`src/rtl/ysyx_ifu_pkg.sv`:
```
// Shared definitions for the line-buffer instruction fetch unit.
// Holds the IFU state encoding, the fixed AXI4 field values the unit
// drives or compares against, and helpers that size the line index and
// tag fields from the number of words per line.
package ysyx_ifu_pkg;

    typedef enum logic [2:0] {
        ST_BOOT,
        ST_IDLE,
        ST_LOOKUP,
        ST_AR,
        ST_R,
        ST_RESP
    } ifu_state_t;

    localparam logic [1:0] BURST_INCR = 2'b01;
    localparam logic [2:0] SIZE_WORD  = 3'b010;
    localparam logic [1:0] RESP_OKAY  = 2'b00;

    // Word index width; kept at least one bit so a one-word line still
    // has a legal index port.
    function automatic int line_idx_w(input int line_words);
        return (line_words > 1) ? $clog2(line_words) : 1;
    endfunction

    // Byte-offset width of a whole line (word index plus byte-in-word bits).
    function automatic int line_off_w(input int line_words);
        return $clog2(line_words) + 2;
    endfunction

    function automatic int line_tag_w(input int line_words);
        return 32 - line_off_w(line_words);
    endfunction

endpackage

```
`src/rtl/ysyx_ifu_linebuf_mem.sv`:
```
// Single-line instruction buffer storage.
// Ports:
//   clock, reset            : clock and synchronous active-high reset
//   wr_en, wr_idx, wr_data  : word write port (one word per cycle)
//   rd_idx, rd_data         : combinational word read
//   meta_we, meta_valid,
//   meta_tag                : load tag and valid bit at the end of a fill
//   inval                   : clear the valid bit
//   line_valid, line_tag    : current tag/valid state
module ysyx_ifu_linebuf_mem
    import ysyx_ifu_pkg::*;
#(
    parameter  int LINE_WORDS = 4,
    localparam int IDX_W      = line_idx_w(LINE_WORDS),
    localparam int TAG_W      = line_tag_w(LINE_WORDS)
) (
    input  logic             clock,
    input  logic             reset,
    input  logic             wr_en,
    input  logic [IDX_W-1:0] wr_idx,
    input  logic [31:0]      wr_data,
    input  logic [IDX_W-1:0] rd_idx,
    output logic [31:0]      rd_data,
    input  logic             meta_we,
    input  logic             meta_valid,
    input  logic [TAG_W-1:0] meta_tag,
    input  logic             inval,
    output logic             line_valid,
    output logic [TAG_W-1:0] line_tag
);

    logic [31:0] words [LINE_WORDS];

    // NOTE: the data array and tag carry no reset; the valid bit alone
    // guards them, which keeps the storage plain flops without reset muxes.
    always_ff @(posedge clock) begin
        if (wr_en) begin
            words[wr_idx] <= wr_data;
        end
    end

    always_ff @(posedge clock) begin
        if (meta_we) begin
            line_tag <= meta_tag;
        end
    end

    // A fill completion and an invalidate never coincide: invalidates
    // from the top are suppressed while a burst is in progress.
    always_ff @(posedge clock) begin
        if (reset) begin
            line_valid <= 1'b0;
        end else if (meta_we) begin
            line_valid <= meta_valid;
        end else if (inval) begin
            line_valid <= 1'b0;
        end
    end

    assign rd_data = words[rd_idx];

endmodule

```
`src/rtl/ysyx_ifu_linebuf.sv`:
```
// Instruction fetch unit with a single-line buffer.
// Fetches a whole aligned line with one AXI4 INCR burst and serves
// sequential fetches that fall in that line without touching the bus.
// Ports:
//   clock, reset                 : clock and synchronous active-high reset
//   req_valid/req_ready/req_pc   : PC request from the writeback/PC stage
//   flush                        : invalidate the buffered line
//   out_valid/out_ready/out_inst/
//   out_pc/out_err               : instruction handshake to decode
//   ar*/r*                       : read-only AXI4 master port
module ysyx_ifu_linebuf
    import ysyx_ifu_pkg::*;
#(
    parameter int          LINE_WORDS = 4,
    parameter logic [31:0] RESET_PC   = 32'h3000_0000,
    parameter logic [3:0]  AXI_ID     = 4'd0
) (
    input  logic        clock,
    input  logic        reset,
    input  logic        req_valid,
    output logic        req_ready,
    input  logic [31:0] req_pc,
    input  logic        flush,
    output logic        out_valid,
    input  logic        out_ready,
    output logic [31:0] out_inst,
    output logic [31:0] out_pc,
    output logic        out_err,
    output logic [31:0] araddr,
    output logic        arvalid,
    input  logic        arready,
    output logic [3:0]  arid,
    output logic [7:0]  arlen,
    output logic [2:0]  arsize,
    output logic [1:0]  arburst,
    input  logic        rvalid,
    output logic        rready,
    input  logic [31:0] rdata,
    input  logic [1:0]  rresp,
    input  logic        rlast,
    input  logic [3:0]  rid
);

    localparam int IDX_W = line_idx_w(LINE_WORDS);
    localparam int OFF_W = line_off_w(LINE_WORDS);
    localparam int TAG_W = line_tag_w(LINE_WORDS);
    localparam logic [IDX_W-1:0] LAST_IDX = IDX_W'(LINE_WORDS - 1);

    ifu_state_t state, state_next;

    logic [31:0]      pc;
    logic [IDX_W-1:0] pc_idx;
    logic [TAG_W-1:0] pc_tag;
    logic [IDX_W-1:0] beat_cnt;
    logic             err;
    logic             flush_pending;
    logic             overrun;

    logic [31:0]      rd_data;
    logic             line_valid;
    logic [TAG_W-1:0] line_tag;

    logic hit, beat, last_idx, beat_err, err_now, wr_en, bypass, burst_done;

    // Read id is not checked: only one burst is ever outstanding.
    logic unused_rid;
    assign unused_rid = ^rid;

    assign arid    = AXI_ID;
    assign arlen   = 8'(LINE_WORDS - 1);
    assign arsize  = SIZE_WORD;
    assign arburst = BURST_INCR;

    assign pc_idx = IDX_W'((pc >> 2) & 32'(LINE_WORDS - 1));
    assign pc_tag = pc[31:OFF_W];

    // A flush in the lookup cycle overrides a tag match.
    assign hit        = line_valid && (line_tag == pc_tag) && !flush;
    assign beat       = rvalid && rready;
    assign last_idx   = (beat_cnt == LAST_IDX);
    assign beat_err   = (rresp != RESP_OKAY) || (rlast != last_idx);
    assign err_now    = err || (beat && beat_err);
    // Beats past the last slot (missing rlast) are drained, not stored.
    assign wr_en      = beat && !overrun;
    assign bypass     = wr_en && (beat_cnt == pc_idx);
    assign burst_done = beat && rlast;

    // NOTE: sequential state uses non-blocking assignments so every flop
    // samples the pre-edge values regardless of block ordering.
    always_ff @(posedge clock) begin
        if (reset) begin
            state <= ST_BOOT;
        end else begin
            state <= state_next;
        end
    end

    always_comb begin
        // NOTE: default first so every path assigns state_next (no latch).
        state_next = state;
        case (state)
            ST_BOOT:   state_next = ST_LOOKUP;
            ST_IDLE:   if (req_valid) state_next = ST_LOOKUP;
            ST_LOOKUP: state_next = hit ? ST_RESP : ST_AR;
            ST_AR:     if (arready) state_next = ST_R;
            ST_R:      if (burst_done) state_next = ST_RESP;
            ST_RESP:   if (out_ready) state_next = ST_IDLE;
            default:   state_next = ST_BOOT;
        endcase
    end

    always_comb begin
        req_ready = (state == ST_IDLE);
        arvalid   = (state == ST_AR);
        rready    = (state == ST_R);
        out_valid = (state == ST_RESP);
    end

    always_ff @(posedge clock) begin
        if (reset) begin
            pc            <= RESET_PC;
            araddr        <= 32'd0;
            beat_cnt      <= '0;
            err           <= 1'b0;
            flush_pending <= 1'b0;
            overrun       <= 1'b0;
            out_inst      <= 32'd0;
            out_pc        <= 32'd0;
            out_err       <= 1'b0;
        end else begin
            case (state)
                ST_BOOT: pc <= RESET_PC;
                ST_IDLE: if (req_valid) pc <= req_pc;
                ST_LOOKUP: begin
                    out_pc <= pc;
                    if (hit) begin
                        out_inst <= rd_data;
                        out_err  <= 1'b0;
                    end else begin
                        araddr <= {pc[31:OFF_W], {OFF_W{1'b0}}};
                    end
                end
                ST_AR: begin
                    if (arready) begin
                        beat_cnt      <= '0;
                        err           <= 1'b0;
                        flush_pending <= 1'b0;
                        overrun       <= 1'b0;
                    end
                end
                ST_R: begin
                    if (flush) flush_pending <= 1'b1;
                    if (beat) begin
                        err <= err_now;
                        if (!last_idx) beat_cnt <= beat_cnt + IDX_W'(1);
                        if (last_idx && !rlast) overrun <= 1'b1;
                        if (rlast) begin
                            out_inst <= bypass ? rdata : rd_data;
                            out_err  <= err_now;
                        end
                    end
                end
                default: ;
            endcase
        end
    end

    ysyx_ifu_linebuf_mem #(
        .LINE_WORDS (LINE_WORDS)
    ) u_mem (
        .clock      (clock),
        .reset      (reset),
        .wr_en      (wr_en),
        .wr_idx     (beat_cnt),
        .wr_data    (rdata),
        .rd_idx     (pc_idx),
        .rd_data    (rd_data),
        .meta_we    (burst_done),
        .meta_valid (!err_now && !flush_pending && !flush),
        .meta_tag   (pc_tag),
        .inval      (flush && (state != ST_R)),
        .line_valid (line_valid),
        .line_tag   (line_tag)
    );

endmodule
```
`config.mk`:
```
export PLATFORM = sky130hd
export DESIGN_NAME = ysyx_ifu_linebuf
export DESIGN_NICKNAME = d
export VERILOG_FILES = /design/src/rtl/ysyx_ifu_pkg.sv /design/src/rtl/ysyx_ifu_linebuf_mem.sv /design/src/rtl/ysyx_ifu_linebuf.sv
export SDC_FILE = /design/constraint.sdc
export NUM_CORES = 1
export LEC_CHECK = 0
export BUFFER_PORTS_ARGS = -buffer_cell sky130_fd_sc_hd__buf_4
export CAP_MARGIN = 5
export CORE_AREA = 2 2 199 123
export CTS_BUF_LIST = sky130_fd_sc_hd__clkbuf_16
export CTS_CLUSTER_DIAMETER = 40
export CTS_CLUSTER_SIZE = 14
export DETAILED_ROUTE_END_ITERATION = 6
export DIE_AREA = 0 0 201 125
export PLACE_DENSITY = 0.82
export SLEW_MARGIN = 20
export SYNTH_ARGS = -nofsm -noshare
export SYNTH_HDL_FRONTEND = slang
export SYNTH_SLANG_ARGS = --single-unit
```
`constraint.sdc`:
```
create_clock -name clock -period 2.66 [get_ports clock]
set_input_delay 0.532 -clock clock [delete_from_list [all_inputs] [get_ports clock]]
set_output_delay 0.532 -clock clock [all_outputs]
set_load 0.1 [all_outputs]
```
## After elaboration in Yosys (flattened, before gate mapping)

Memory sizes are Yosys's and may differ from the RTL's. A register that Yosys moved wholly into a read port is not among the register bits.
Cells that the tools add are included.

| cells by class | value |
|---|---|
| $add $sub $neg | 1 |
| eq/ne operators | 20 |
| bitwise logic cells | 1 |
| multiplexer cells | 35 |
| reductions and logical operators | 32 |

Operators by type and width:

| cell | count |
|---|---|
| $mux 32 | 5 |
| $pmux 32 s2 | 2 |
| $eq 28x28->1 | 1 |
| $pmux 3 s6 | 1 |
| $reduce_and 4->1 | 4 |
| $mux 3 | 5 |
| $mux 1 | 12 |
| $ne 2x1->1 const B | 6 |
| $logic_and 1x1->1 | 11 |
| $mux 2 | 5 |
| $reduce_bool 2->1 | 5 |
| $ne 2x2->1 const B | 4 |
| $pmux 1 s2 | 4 |
| $eq 3x2->1 const B | 2 |
| $eq 3x3->1 const B | 2 |
| $reduce_and 3->1 | 2 |
| $logic_not 1->1 | 5 |
| $pmux 2 s2 | 1 |
| $reduce_and 2->1 | 2 |
| $eq 3x1->1 const B | 1 |
| $logic_not 3->1 | 1 |
| $ne 3x3->1 const B | 1 |
| $add 2x1->2 const B | 1 |
| $eq 2x2->1 | 1 |
| 4 further kinds | 5 |

| word-level totals | value |
|---|---|
| output and inout port bits | 118 |
| word-level logic and storage cells | 102 |
| RAM bits | 128 |
| input bits | 78 |
| memories kept | 1 |
| register bits | 162 |

Memory list:

| memory | words | width | rd ports | clocked after Yosys merged registers in | write ports | RTL line | text |
|---|---|---|---|---|---|---|---|
| u_mem.words | 4 | 32 | 1 | 1 | 1 | ysyx_ifu_linebuf_mem.sv:32 | `logic [31:0] words [LINE_WORDS];` |

## Depth between registers and ports, before layout

| depth | value |
|---|---|
| word-level depth | 9 |
| mapped depth | 9 |
| gate-level depth less buffers | 7 |

## Cells and area by module

From an unflattened synthesis, not the netlist that was laid out.

| second synthesis, totals | value |
|---|---|
| cells, all modules | 867 |
| area total of the unflattened synthesis | 11641.2 µm² |

By module, submodules not included:

| module | area each (µm²) | instances | cells each | seq. area each (µm²) |
|---|---|---|---|---|
| ysyx_ifu_linebuf | 6074.6 | 1 | 663 | 2662.6 |
| ysyx_ifu_linebuf_mem | 5566.6 | 1 | 204 | 4704.5 |

## Worst setup path after synthesis

No wires, ideal clock.

| path | value |
|---|---|
| path type | register -> register |
| start point | register state[0] |
| end point | register state[2] |
| stages on the path, launching flop included | 7 |
| arrival time | 3950 ps |
| path buffers | 1 |
| required time | 2601 ps |
| setup time | 59 ps |
| path slack | -1348 ps |
| period minus slack after synthesis | 4008 ps |
| path through | dfxtp_1 clkbuf_1 inv_1 nor3_1 a221oi_1 a2111oi_0 a31o_2 |

| on the way | value |
|---|---|
| elaborated cells on any way between the ends | 14 |
| those cells by class | eq/ne: 9; mux: 1; reduce/logical: 4 |

RTL lines:

| item | RTL line | text |
|---|---|---|
| start, declared | ysyx_ifu_linebuf.sv:49 | `ifu_state_t state, state_next;` |
| start signal, assigned | ysyx_ifu_linebuf.sv:94 | `state <= state_next;` |
| $eq 3x3->1 (*) | - |  |
| net out_valid | ysyx_ifu_linebuf.sv:24 | `output logic out_valid,` |
| $ne 2x1->1 (no source line) | - |  |
| $reduce_and 4->1 (no source line) | - |  |

Mark *: on every way through the listed nets, which the timed path passes. The rest lies on a longest branch.
A chain may end at the register's enable or synchronous reset.

## Worst setup path in the final report

| path | value |
|---|---|
| start point | register u_mem.line_tag[8] |
| end point | register araddr[31] |

| on the way | value |
|---|---|
| word-level cells in the longest chain between the ends | 5 |

RTL lines:

| item | RTL line | text |
|---|---|---|
| start, declared | ysyx_ifu_linebuf_mem.sv:29 | `output logic [TAG_W-1:0] line_tag` |
| start signal, assigned | ysyx_ifu_linebuf_mem.sv:44 | `line_tag <= meta_tag;` |
| $eq 28x28->1 | ysyx_ifu_linebuf.sv:78 | `assign hit = line_valid && (line_tag == pc_tag) && !flush;` |
| $logic_and 1x1->1 (2 in series) | ysyx_ifu_linebuf.sv:78 |  |
| $not 1->1 (no source line) | - |  |
| $reduce_and 2->1 (no source line) | - |  |
| end signal, assigned | ysyx_ifu_linebuf.sv:140 | `araddr <= {pc[31:OFF_W], {OFF_W{1'b0}}};` |
| end, declared | ysyx_ifu_linebuf.sv:29 | `output logic [31:0] araddr,` |

No other way between the ends.

==> impl_metrics.toml <==
[critical_path]
crit_type = "reg -> reg"
critical-path-slowest-cell = "nor4_1"
endpoint_kind = "flip-flop"
slowest_delay_ns = 0.56
crit_family = "simple AND/OR/NAND/NOR gates"
required_ns = 3.04
crit_fanout = 29
startpoint_type = "flip-flop"
critical_path_buf_inv_count = 1
crit_chain = "xor2_1, nor4_1, nand2_1, or4_1, and2_1, buf_12, a31o_2"
cp.arrival_ns = 2.96

[cells_and_area]
drive_gt1_share_pct = 29.68
regArea_mm2 = 0.007410
multiInputGateArea_mm2 = 0.003687
stdcell_area_mm2 = 0.01425
fillers = 1840
nets = 1126
final_util_pct = 60.64
diodes = 0
syn2layout_area_growth_pct = 24.32

[route]
wl_per_cell_um = 19.41
viasPerCell = 5.507
routed.top_layer = "met4"
antenna_left = 0
drt-total-wl_mm = 26.97
route.detailed.drc = 0
drt_first_pass_iters = 5
vias = 7655
dr.first_iter.drc_count = 664
met2WireLength_mm = 11.73
wl_met1_mm = 12.94
routed-wl-met3_mm = 2.035

[power_and_ir_drop]
p_sw_w = 0.004009
pwr-share-comb_pct = 22.3
seq_power_share_pct = 41.9
power_leakage_nw = 5.323
max-vdd-ir-drop_mv = 0.4810
clkPwrFrac_pct = 35.7
p_sw_share_pct = 32.42
powerDensity_mw_per_mm2 = 867.3
power.internal_w = 0.008354

[flow_run]
max-cap-violations = 0

[logic_synthesis]
synth_cell_types = 48
syn_inst = 876
yosys.area_share.adder_pct = 0.5456
ys_seq_area_share_pct = 64.60
synth-xor-area-share_pct = 2.062
synth_compound_area_share_pct = 12.55
netlist_area_mm2 = 0.01147
syn_area_per_cell_um2 = 13.09
synthFlopType = "edfxtp_1"
synth-simple-area-share_pct = 6.777
synth_top_family_by_area = "compound AO/OA/AOI/OAI gates"
synthMuxAreaShare_pct = 9.079
synthArstFlopShare_pct = 0
ys_warn_count = 0
synth_seq_cells = 292
synth_enable_flop_cells = 156

[die]
dieWidth_um = 201
rows = 44
dieArea_mm2 = 0.02513
start_util_pct = 48.78
io_pins = 196
fp.dieH_um = 125
core_area_mm2 = 0.02351

[global_routing]
grt_overflow_total = 0
antenna_found_initial = 0
first_global_vias = 7503
grt_usage_pct = 21.48
grt_pass1_wl_mm = 42.56
grt_max_degree = 97

[placement]
place_congestion = 0.7576
port_buffers = 170
place_area_mm2 = 0.01317
hpwl_mm = 17.60

[cts]
cts_hold_buf = 0
clock_sinks = 292
post_cts_buffers = 0
cts_tree = "built"
cts_repair_resize_count = 0
root_buffer = "clkbuf_16"
clk_pin_slew_ns = 0.06
clk_path_buf_depth = 3
cts_buffers = 34
clock_latency_ns = 0.50
cts_max_level = 2

[min_path]
hp-class = "in -> reg"

[sta]
hold_viol_final = 0
setup_viol = 0
worst_clock_skew_ns = 0.02296
drv_slew = 0
worst_pin_slew_ns = 0.6671
fin_crit_sh_pct = 96.82
rsz0062_at_grt = "false"
finalSetupTns_ns = 0
relSlewSlack_pct = 55.52
period_needed_ns = 2.575
fmax_mhz = 388.3

[status]
outcome = "completed"
[kinds of logic (layout without fill, tap and decap cells)]
group / Yosys count / in the layout
and+or+nand+nor: 179 / 179
muxes: 64 / 64
xor gates and xnor gates: 27 / 27
adders and majority gates: 5 / 5
buffers and inverters: 99 / 272
other: 2 / 21
AOI/OAI and AO/OA: 208 / 208
DFF: 292 / 292
[synthesized netlist by cell type, types with 3 or more instances]
library cell	instances	area share, %
xor2_1	22	1.7
and2_1	6	0.33
buf_2	6	0.26
a31o_1	9	0.69
mux2i_1	32	2.8
a31o_2	20	1.5
dfxtp_1	136	24
nand2_1	103	3.4
mux4_2	32	6.3
buf_1	3	0.098
ha_1	5	0.55
nor2_1	43	1.4
buf_4	21	1.4
clkbuf_1	51	1.7
o311a_1	32	2.8
edfxtp_1	156	41
buf_6	5	0.49
xnor2_1	5	0.38
nor4_1	7	0.38
a22oi_1	33	2.2
o21ai_1	7	0.31
a21oi_1	64	2.8
nand2b_1	4	0.22
o21ai_0	29	1.3
inv_1	12	0.39
nor3_1	5	0.22
[stage by stage]
step           setup WS (ns)  cells  hold slack (ns)  power [W]
2_1_floorplan        -0.1048    895           0.4324   0.007227
3_3_place_gp          0.1753   1329           0.4460   0.007996
3_5_place_dp          0.1318   1329           0.4467   0.008039
4_1_cts               0.1190   1390           0.2242    0.01244
5_1_grt              0.02281   1390           0.2248    0.01286
6_report             0.08472   1390           0.2405    0.01236
[power groups by stage]
stage | sequential [W] | clock (W) | combinational [W]
after global routing | 0.00521 | 0.00471 | 0.00294
final | 0.00519 | 0.00442 | 0.00276
after detailed placement | 0.00528 | 0 | 0.00276
after floorplan | 0.00582 | 0 | 0.00141
after global placement | 0.00527 | 0 | 0.00272
after CTS | 0.00519 | 0.00449 | 0.00277
[worst register-to-register path: cells and delay by family (launching register included)]
family                    cells  cell delay, ns
and+or+nand+nor               4            1.50
DFF                           1            0.38
AOI/OAI and AO/OA             1            0.27
buffers and inverters         1            0.17
xor gates and xnor gates      1            0.15
[sequential cells by signal, indices dropped and copies added (netlist names), named ones only]
register and count:
araddr 28, flush_pending 1, out_err 1, err 1
out_pc 32, u_mem.words 128, overrun 1, pc 32
u_mem.line_valid 1, beat_cnt 2, state 3, out_inst 32
u_mem.line_tag 28
[routing by layer]
layer | vias up | GRT usage, %
met5 | - | 0
met4 | 0 | 4.139
met3 | 26 | 5.214
met2 | 242 | 30.96
met1 | 3796 | 33.15
li1 | 3591 | -
[final cells by class]
class,count,area share (%)
Clock buffer,36,6.320
Clock inverter,25,1.264
Inverter,13,0.3511
Multi-Input combinational cell,504,25.87
Sequential cell,292,51.98
Tap cell,322,2.826
Timing Repair Buffer,198,11.39
[final timing paths]
check	start	end	slack (ns)	cells past startpoint
worst max-delay path	u_mem.line_tag[8]	araddr[31]	0.08	7
worst min-delay path	rdata[2]	u_mem.words[0][2]	0.24	1
worst max register to register	u_mem.line_tag[8]	araddr[31]	0.08	7
worst min register to register	out_pc[1]	out_pc[1]	0.45	2
[cell usage in the layout, fill, tap and decap left out, types with 4 or more instances in the layout]
cell type,Yosys,layout
a31o_1,9,9
ha_1,5,5
edfxtp_1,156,156
mux4_2,32,32
xor2_1,22,22
inv_1,12,19
a22oi_1,33,33
conb_1,2,21
nor4_1,7,5
buf_12,0,11
clkbuf_16,0,36
o311a_1,32,32
xnor2_1,5,5
buf_4,21,187
nand2_1,103,102
nor2_1,43,41
o21ai_0,29,19
o21ai_1,7,17
dfxtp_1,136,134
mux2i_1,32,32
inv_6,0,8
a21oi_1,64,64
nand2b_1,4,4
a31o_2,20,20
(Power assumes the default switching activity.)
